`src/rtl/alu_pkg.sv`:
```
// Shared opcode constants and control-state encoding for the extended J1 ALU.
// Base ops occupy 0_xxxx; the iterative multiply/divide live in 1_xxxx.
package alu_pkg;

   localparam logic [2:0] CLS_JUMP  = 3'b000;
   localparam logic [2:0] CLS_CJUMP = 3'b001;
   localparam logic [2:0] CLS_CALL  = 3'b010;
   localparam logic [2:0] CLS_ALU   = 3'b011;

   localparam logic [4:0] OP_T       = 5'b0_0000;
   localparam logic [4:0] OP_N       = 5'b0_0001;
   localparam logic [4:0] OP_ADD     = 5'b0_0010;
   localparam logic [4:0] OP_AND     = 5'b0_0011;
   localparam logic [4:0] OP_OR      = 5'b0_0100;
   localparam logic [4:0] OP_XOR     = 5'b0_0101;
   localparam logic [4:0] OP_INV     = 5'b0_0110;
   localparam logic [4:0] OP_EQ      = 5'b0_0111;
   localparam logic [4:0] OP_SLT     = 5'b0_1000;
   localparam logic [4:0] OP_ASR     = 5'b0_1001;
   localparam logic [4:0] OP_LSL     = 5'b0_1010;
   localparam logic [4:0] OP_R       = 5'b0_1011;
   localparam logic [4:0] OP_SUB     = 5'b0_1100;
   localparam logic [4:0] OP_IO      = 5'b0_1101;
   localparam logic [4:0] OP_DEPTH   = 5'b0_1110;
   localparam logic [4:0] OP_ULT     = 5'b0_1111;
   localparam logic [4:0] OP_UMUL    = 5'b1_0000;
   localparam logic [4:0] OP_UDIVMOD = 5'b1_0001;

   typedef enum logic [1:0] {
      ST_IDLE = 2'b00,
      ST_MUL  = 2'b01,
      ST_DIV  = 2'b10,
      ST_DONE = 2'b11
   } alu_state_t;

   function automatic logic is_iter_op(input logic [4:0] op);
      return (op == OP_UMUL) || (op == OP_UDIVMOD);
   endfunction

endpackage

```
`src/rtl/alu_iter.sv`:
```
// Iterative datapath: shift-add multiply and restoring divide, one step per cycle.
// acc holds the product high half / remainder, quo the product low half / quotient.
module alu_iter
   import alu_pkg::*;
#(
   parameter int WIDTH = 16
) (
   input  logic             clk,
   input  logic             resetq,
   input  logic             load,
   input  logic             run,
   input  logic             is_div,
   input  logic [WIDTH-1:0] n,
   input  logic [WIDTH-1:0] t,
   output logic [WIDTH-1:0] acc,
   output logic [WIDTH-1:0] quo,
   output logic             last
);

   localparam int CW = $clog2(WIDTH);

   logic [WIDTH-1:0] acc_r, quo_r, opd_r;
   logic [CW-1:0]    cnt_r;
   logic [WIDTH:0]   sum_s;
   logic [WIDTH:0]   shl_s;
   logic             ge_s;
   logic [WIDTH-1:0] diff_s;
   logic [WIDTH-1:0] acc_nxt_s, quo_nxt_s;

   // One multiply or divide step computed from the current partial state.
   always_comb begin
      sum_s     = {1'b0, acc_r} + {1'b0, opd_r};
      shl_s     = {acc_r, quo_r[WIDTH-1]};
      ge_s      = (shl_s >= {1'b0, opd_r});
      diff_s    = shl_s[WIDTH-1:0] - opd_r;
      acc_nxt_s = acc_r;
      quo_nxt_s = quo_r;
      if (is_div) begin
         if (ge_s) begin
            acc_nxt_s = diff_s;
            quo_nxt_s = {quo_r[WIDTH-2:0], 1'b1};
         end else begin
            acc_nxt_s = shl_s[WIDTH-1:0];
            quo_nxt_s = {quo_r[WIDTH-2:0], 1'b0};
         end
      end else begin
         if (quo_r[0]) begin
            acc_nxt_s = sum_s[WIDTH:1];
            quo_nxt_s = {sum_s[0], quo_r[WIDTH-1:1]};
         end else begin
            acc_nxt_s = {1'b0, acc_r[WIDTH-1:1]};
            quo_nxt_s = {acc_r[0], quo_r[WIDTH-1:1]};
         end
      end
   end

   // Operand latch on load, then one iteration per run cycle.
   always_ff @(posedge clk or negedge resetq) begin
      if (!resetq) begin
         acc_r <= {WIDTH{1'b0}};
         quo_r <= {WIDTH{1'b0}};
         opd_r <= {WIDTH{1'b0}};
         cnt_r <= {CW{1'b0}};
      end else if (load) begin
         acc_r <= {WIDTH{1'b0}};
         quo_r <= is_div ? n : t;
         opd_r <= is_div ? t : n;
         cnt_r <= {CW{1'b0}};
      end else if (run) begin
         acc_r <= acc_nxt_s;
         quo_r <= quo_nxt_s;
         cnt_r <= cnt_r + {{(CW-1){1'b0}}, 1'b1};
      end else begin
         acc_r <= acc_r;
         quo_r <= quo_r;
         cnt_r <= cnt_r;
      end
   end

   assign acc  = acc_r;
   assign quo  = quo_r;
   assign last = (cnt_r == CW'(WIDTH-1));

endmodule

```
`src/rtl/alu_ext.sv`:
```
// J1-compatible ALU with WIDTH-bit datapath plus iterative UMUL/UDIVMOD.
// Base ops are combinational; multiply/divide stall the CPU for WIDTH cycles.
module alu_ext
   import alu_pkg::*;
#(
   parameter int WIDTH = 16,
   parameter int SPW   = 4
) (
   input  logic             clk,
   input  logic             resetq,
   input  logic [15:0]      instruction,
   input  logic [12:0]      pc,
   input  logic [WIDTH-1:0] topOfDataStack,
   input  logic [WIDTH-1:0] secondItemOfDataStack,
   input  logic [WIDTH-1:0] topOfReturnStack,
   input  logic [WIDTH-1:0] io_din,
   input  logic [SPW-1:0]   dataStackPointer,
   input  logic             start,
   output logic [WIDTH-1:0] topOfDataStackNew,
   output logic [WIDTH-1:0] secondItemNew,
   output logic             writeSecond,
   output logic             busy,
   output logic             done
);

   alu_state_t       state_r, state_nxt_s;
   logic [4:0]       op_s;
   logic             ext_go_s;
   logic [WIDTH:0]   minus_s;
   logic [WIDTH-1:0] base_s;
   logic             load_s, run_s, mode_div_s, iter_last_s;
   logic [WIDTH-1:0] acc_s, quo_s;
   logic             unused_ok_s;

   assign op_s        = instruction[12:8];
   assign ext_go_s    = !pc[12] && (instruction[15:13] == CLS_ALU) && is_iter_op(op_s);
   assign unused_ok_s = ^{instruction[7:0], pc[11:0]};

   // Single-cycle J1 result; minus_s carries N-T with a borrow bit for the compares.
   always_comb begin
      minus_s = {1'b1, ~topOfDataStack} + {1'b0, secondItemOfDataStack} + {{WIDTH{1'b0}}, 1'b1};
      base_s  = topOfDataStack;
      if (pc[12]) begin
         base_s = WIDTH'(instruction);
      end else if (instruction[15]) begin
         base_s = WIDTH'(instruction[14:0]);
      end else begin
         case (instruction[15:13])
            CLS_JUMP, CLS_CALL: base_s = topOfDataStack;
            CLS_CJUMP:          base_s = secondItemOfDataStack;
            CLS_ALU: begin
               case (op_s)
                  OP_T:     base_s = topOfDataStack;
                  OP_N:     base_s = secondItemOfDataStack;
                  OP_ADD:   base_s = topOfDataStack + secondItemOfDataStack;
                  OP_AND:   base_s = topOfDataStack & secondItemOfDataStack;
                  OP_OR:    base_s = topOfDataStack | secondItemOfDataStack;
                  OP_XOR:   base_s = topOfDataStack ^ secondItemOfDataStack;
                  OP_INV:   base_s = ~topOfDataStack;
                  OP_EQ:    base_s = {WIDTH{minus_s[WIDTH-1:0] == {WIDTH{1'b0}}}};
                  OP_SLT:   base_s = {WIDTH{(secondItemOfDataStack[WIDTH-1] ^ topOfDataStack[WIDTH-1])
                                            ? secondItemOfDataStack[WIDTH-1] : minus_s[WIDTH]}};
                  OP_ASR:   base_s = {topOfDataStack[WIDTH-1], topOfDataStack[WIDTH-1:1]};
                  OP_LSL:   base_s = {topOfDataStack[WIDTH-2:0], 1'b0};
                  OP_R:     base_s = topOfReturnStack;
                  OP_SUB:   base_s = minus_s[WIDTH-1:0];
                  OP_IO:    base_s = io_din;
                  OP_DEPTH: base_s = WIDTH'(dataStackPointer);
                  OP_ULT:   base_s = {WIDTH{minus_s[WIDTH]}};
                  default:  base_s = topOfDataStack;
               endcase
            end
            default: base_s = topOfDataStack;
         endcase
      end
   end

   // Control state register.
   always_ff @(posedge clk or negedge resetq) begin
      if (!resetq) begin
         state_r <= ST_IDLE;
      end else begin
         state_r <= state_nxt_s;
      end
   end

   // Next state and outputs; start is only honoured in IDLE.
   always_comb begin
      state_nxt_s       = state_r;
      busy              = 1'b0;
      done              = 1'b0;
      writeSecond       = 1'b0;
      topOfDataStackNew = base_s;
      secondItemNew     = acc_s;
      load_s            = 1'b0;
      run_s             = 1'b0;
      mode_div_s        = (op_s == OP_UDIVMOD);
      case (state_r)
         ST_IDLE: begin
            if (start && ext_go_s) begin
               load_s      = 1'b1;
               state_nxt_s = (op_s == OP_UDIVMOD) ? ST_DIV : ST_MUL;
            end else begin
               state_nxt_s = ST_IDLE;
            end
         end
         ST_MUL, ST_DIV: begin
            busy              = 1'b1;
            run_s             = 1'b1;
            mode_div_s        = (state_r == ST_DIV);
            topOfDataStackNew = topOfDataStack;
            if (iter_last_s) begin
               state_nxt_s = ST_DONE;
            end else begin
               state_nxt_s = state_r;
            end
         end
         ST_DONE: begin
            done              = 1'b1;
            writeSecond       = 1'b1;
            topOfDataStackNew = quo_s;
            secondItemNew     = acc_s;
            state_nxt_s       = ST_IDLE;
         end
         default: state_nxt_s = ST_IDLE;
      endcase
   end

   alu_iter #(.WIDTH(WIDTH)) u_iter (
      .clk    (clk),
      .resetq (resetq),
      .load   (load_s),
      .run    (run_s),
      .is_div (mode_div_s),
      .n      (secondItemOfDataStack),
      .t      (topOfDataStack),
      .acc    (acc_s),
      .quo    (quo_s),
      .last   (iter_last_s)
   );

endmodule

```
`config.mk`:
```
export PLATFORM = sky130hd
export DESIGN_NAME = alu_ext
export DESIGN_NICKNAME = d
export VERILOG_FILES = /design/src/rtl/alu_pkg.sv /design/src/rtl/alu_iter.sv /design/src/rtl/alu_ext.sv
export SDC_FILE = /design/constraint.sdc
export NUM_CORES = 1
export LEC_CHECK = 0
export BUFFER_PORTS_ARGS = -buffer_cell sky130_fd_sc_hd__buf_2
export CAP_MARGIN = 30
export CORE_AREA = 5 5 127 129
export CTS_BUF_LIST = sky130_fd_sc_hd__clkbuf_16
export CTS_CLUSTER_SIZE = 28
export DETAILED_ROUTE_END_ITERATION = 12
export DIE_AREA = 0 0 132 134
export PLACE_DENSITY = 0.9
export SLEW_MARGIN = 20
export SYNTH_ARGS = -nofsm -noshare
export SYNTH_HDL_FRONTEND = slang
export SYNTH_SLANG_ARGS = --single-unit
```
`constraint.sdc`:
```
create_clock -name clk -period 5.1 [get_ports clk]
set_input_delay 1.02 -clock clk [delete_from_list [all_inputs] [get_ports clk]]
set_output_delay 1.02 -clock clk [all_outputs]
set_load 0.01 [all_outputs]
```
==> results.md <==
* Fin Clk Skew at ~6.3 ps
* Power density cells at approximately 190 nW/um^2
* Post-Syn Area at around 9000 sq um
* Cts-stage hold buffer count at 0
* Worst slew pin tran at 919 ps
* Total Routing Usage GR at roughly 32%
* Relative slew slack at around 39%
* Max Slew Vio Count at 0
* PortBufs at between 100 and 150
* CTS tree: yes
* R2r setup slk at approximately 1400 ps
* Post-synthesis register bit count at 54
* Final GP Congestion at 1.01
* CP max FO at 10
* Total number of vias at around 10,000
* Post-synth top area cell: dfrtp_1
* Synth area leaders: dfrtp_1 15%, ha_1 12%, nor2_1 5.7%
* Num CTS Buffers at 5
* Power share of the combinational group at 52.1%
* Fillers at between 1,000 and 1,500
* Cells after Synth at between 1,000 and 1,500
* Yosys warns at 0
* Leak at around 4.5 nW
* Core footprint at approximately 15,000 sq um
* Critical Path Start: secondItemOfDataStack[0]
* Register-to-Register Path Depth at 10
* Final period util at a little over nine tenths
* Pint at roughly 1.1 mW
* Skew-Pair Late Insertion Delay at ~300 ps
* Number of synthesized flops with an enable pin at 0
* Worst Hold End: u_iter.cnt_r[1]
* Switching share of power at 41.5%
* Clock power frac at about 20%
* Die Wd at ~130 microns
* Cell row count at between 40 and 50
* Post-route cell area at 10,100 sq um
* WHS at 586 ps
* CTS clk-pin slew, worst paths at ~70 ps
* Clk root buf: clkbuf_16
* Final TNS setup at 0 ps
* Vias in the first global route at just under 10,000
* Hold Startpoint: u_iter.cnt_r[1]
* Post-route insts no fill at 1,522
* Routed vias/inst at 6.78
* Most common cell after layout, fill and taps aside: nor2_1
* Avg Cell Area, Syn at slightly above 7 sq um
* # setup viols final at 0
* Initial antenna violation count at 0
* Routed length per placed instance at a little under 20 microns
* Syn_nets at around 1,400
* First-pass GRT wire length at slightly below 50,000 microns
* Hold Crit Class: reg -> reg
* Htree depth at 2
* DRC at 0
* Final Hold Viols at 0
* Sequential area share after synthesis at about 15%
* Crit path kind: in -> out
* Final ANT Viol Nets at 0
* Final setup margin at between 90 and 100 ps
* Placed Instance Area at around 9800 sq um
* Antenna fix cells at 0
* Startpoint Class: input port
* Area delta synth->final at 14.9%
* Share of the synthesized area in the top cell type at between 15 and 20%
* Initial DRC count at about 1,200
* Netlist cell types at 85
* Layout Nets at about 1,500
* Drt first pass iters at 6
* Seq pwr share at 27.6%
* Status: finished clean
* Largest net degree at the start of global routing at 55
* Final WL at around 30,000 microns
* Tot Pwr at between 1.5 and 2 mW
* Sink Count at between 50 and 60
* Final HPWL DP at 23,300 microns
* Fmax at roughly 200 MHz
* R2R Path Start: u_iter.acc[3]
* Inst Count DP at around 1,500
* Max Buffers Root-to-Sink at 2
* Max VDD drop at roughly 130 uV
* GRT overflow at 0
* Layout cells sized above 1 at 19.9%
* Post-place setup slack at -75.6 ps
* Io pins at approximately 140
* Min-Delay Path Depth at 2
* Worst setup EP type: primary output
* Initial core utilization at 58.7%
* MaxCap Viol Count at 0
* Final core occ at around two thirds
* Commonest cells after routing, fill and taps aside: 133 x nor2_1, 122 x nand2_1, 122 x buf_2
* Fin crit period at 5000 ps
* Die Area at around 18,000 sq um
* Primary FF master, synth: dfrtp_1
* Reg2reg end: u_iter.acc[6]
* RSZ-0062 raised after global routing: false
* DIE HEIGHT at 134 microns
* Worst endpoint required time at slightly above 4000 ps
* P_sw at about 0.8 mW
* Synth async-reset ratio at 100%
* CP Data Arrival Time at 3980 ps
## worst max-delay path, cell delays in order
cell and delay [ps]:
buf_2 100, inv_1 70, ha_1 200, inv_1 70
fa_1 430, nor2b_1 190, o21ai_2 170, a31oi_2 170
o211ai_1 360, a211oi_1 160, o41ai_2 320, a31oi_2 100
buf_12 180, buf_4 150, a21oi_2 120, buf_2 160
## repair_timing
| item | 4_1_cts | 5_1_grt |
|---|---|---|
| pin swaps | 0 | 4 |
| setup buffers | 0 | 2 |
| setup endpoints to repair | 7 | 13 |
| gates resized for setup | 1 | 9 |
| cloned | 0 | 0 |
## flip-flops by register name, summed over array words and instances (netlist names)
name and count:
u_iter.cnt_r 4, state_r 2, u_iter.acc 16, u_iter.opd_r 16, u_iter.quo 16
## final cells by class
class / count / area, sq um / area share [%]
repair buffers: 202 / 1230 / 12.2
clock buffers: 5 / 125 / 1.24
clock inverters: 3 / 40.0 / 0.398
flip-flops and latches: 54 / 1350 / 13.4
inverters: 84 / 315 / 3.14
well taps: 188 / 235 / 2.34
multi-input cells: 986 / 6760 / 67.2
## power by group through the flow
stage / Combinational [mW] / Sequential (mW) / Clock [mW]
final: 1.01 / 0.534 / 0.390
after detailed placement: 0.969 / 0.539 / 0
after global routing: 1.11 / 0.538 / 0.414
after floorplan: 0.677 / 0.520 / 0
after CTS: 0.977 / 0.531 / 0.393
after global placement: 0.942 / 0.537 / 0
## cells by family after synthesis
kind of cell | share of synthesized area (%)
AND/OR/NAND/NOR | 19.8
buffers and inverters | 8.13
multiplexers | 3.89
adder cells (fa/ha/maj) | 12.9
XOR/XNOR | 3.40
flip-flops | 15.4
AO/OA/AOI/OAI | 36.4
## Yosys cell counts, types with 14 or more instances
cell,number
nor2_1,133
clkbuf_1,80
o22ai_1,14
mux2i_1,25
a221oi_1,35
nand3_1,33
a22oi_1,31
inv_1,83
nor3_1,20
a31oi_1,37
a21oi_1,81
ha_1,84
a211oi_1,26
xnor2_1,24
dfrtp_1,54
o211ai_1,14
nand2_1,122
o21ai_0,76
## worst max-delay path by stage
stage	endpoint	cells after the start
floorplan	topOfDataStackNew[12]	13
global placement	topOfDataStackNew[8]	15
detailed placement	topOfDataStackNew[8]	15
CTS	topOfDataStackNew[8]	15
global route	topOfDataStackNew[0]	14
finish	topOfDataStackNew[0]	16
## routing by layer
layer | part of all wire [%] | wire (microns) | global-route usage [%]
met3 | 11 | 3320 | 5.25
met1 | 38 | 11500 | 41.2
met4 | 4.2 | 1270 | 14.7
met2 | 47 | 14200 | 53.9
met5 | 0 | 0 | 0
Note: power is estimated with default switching activity, not from simulation.
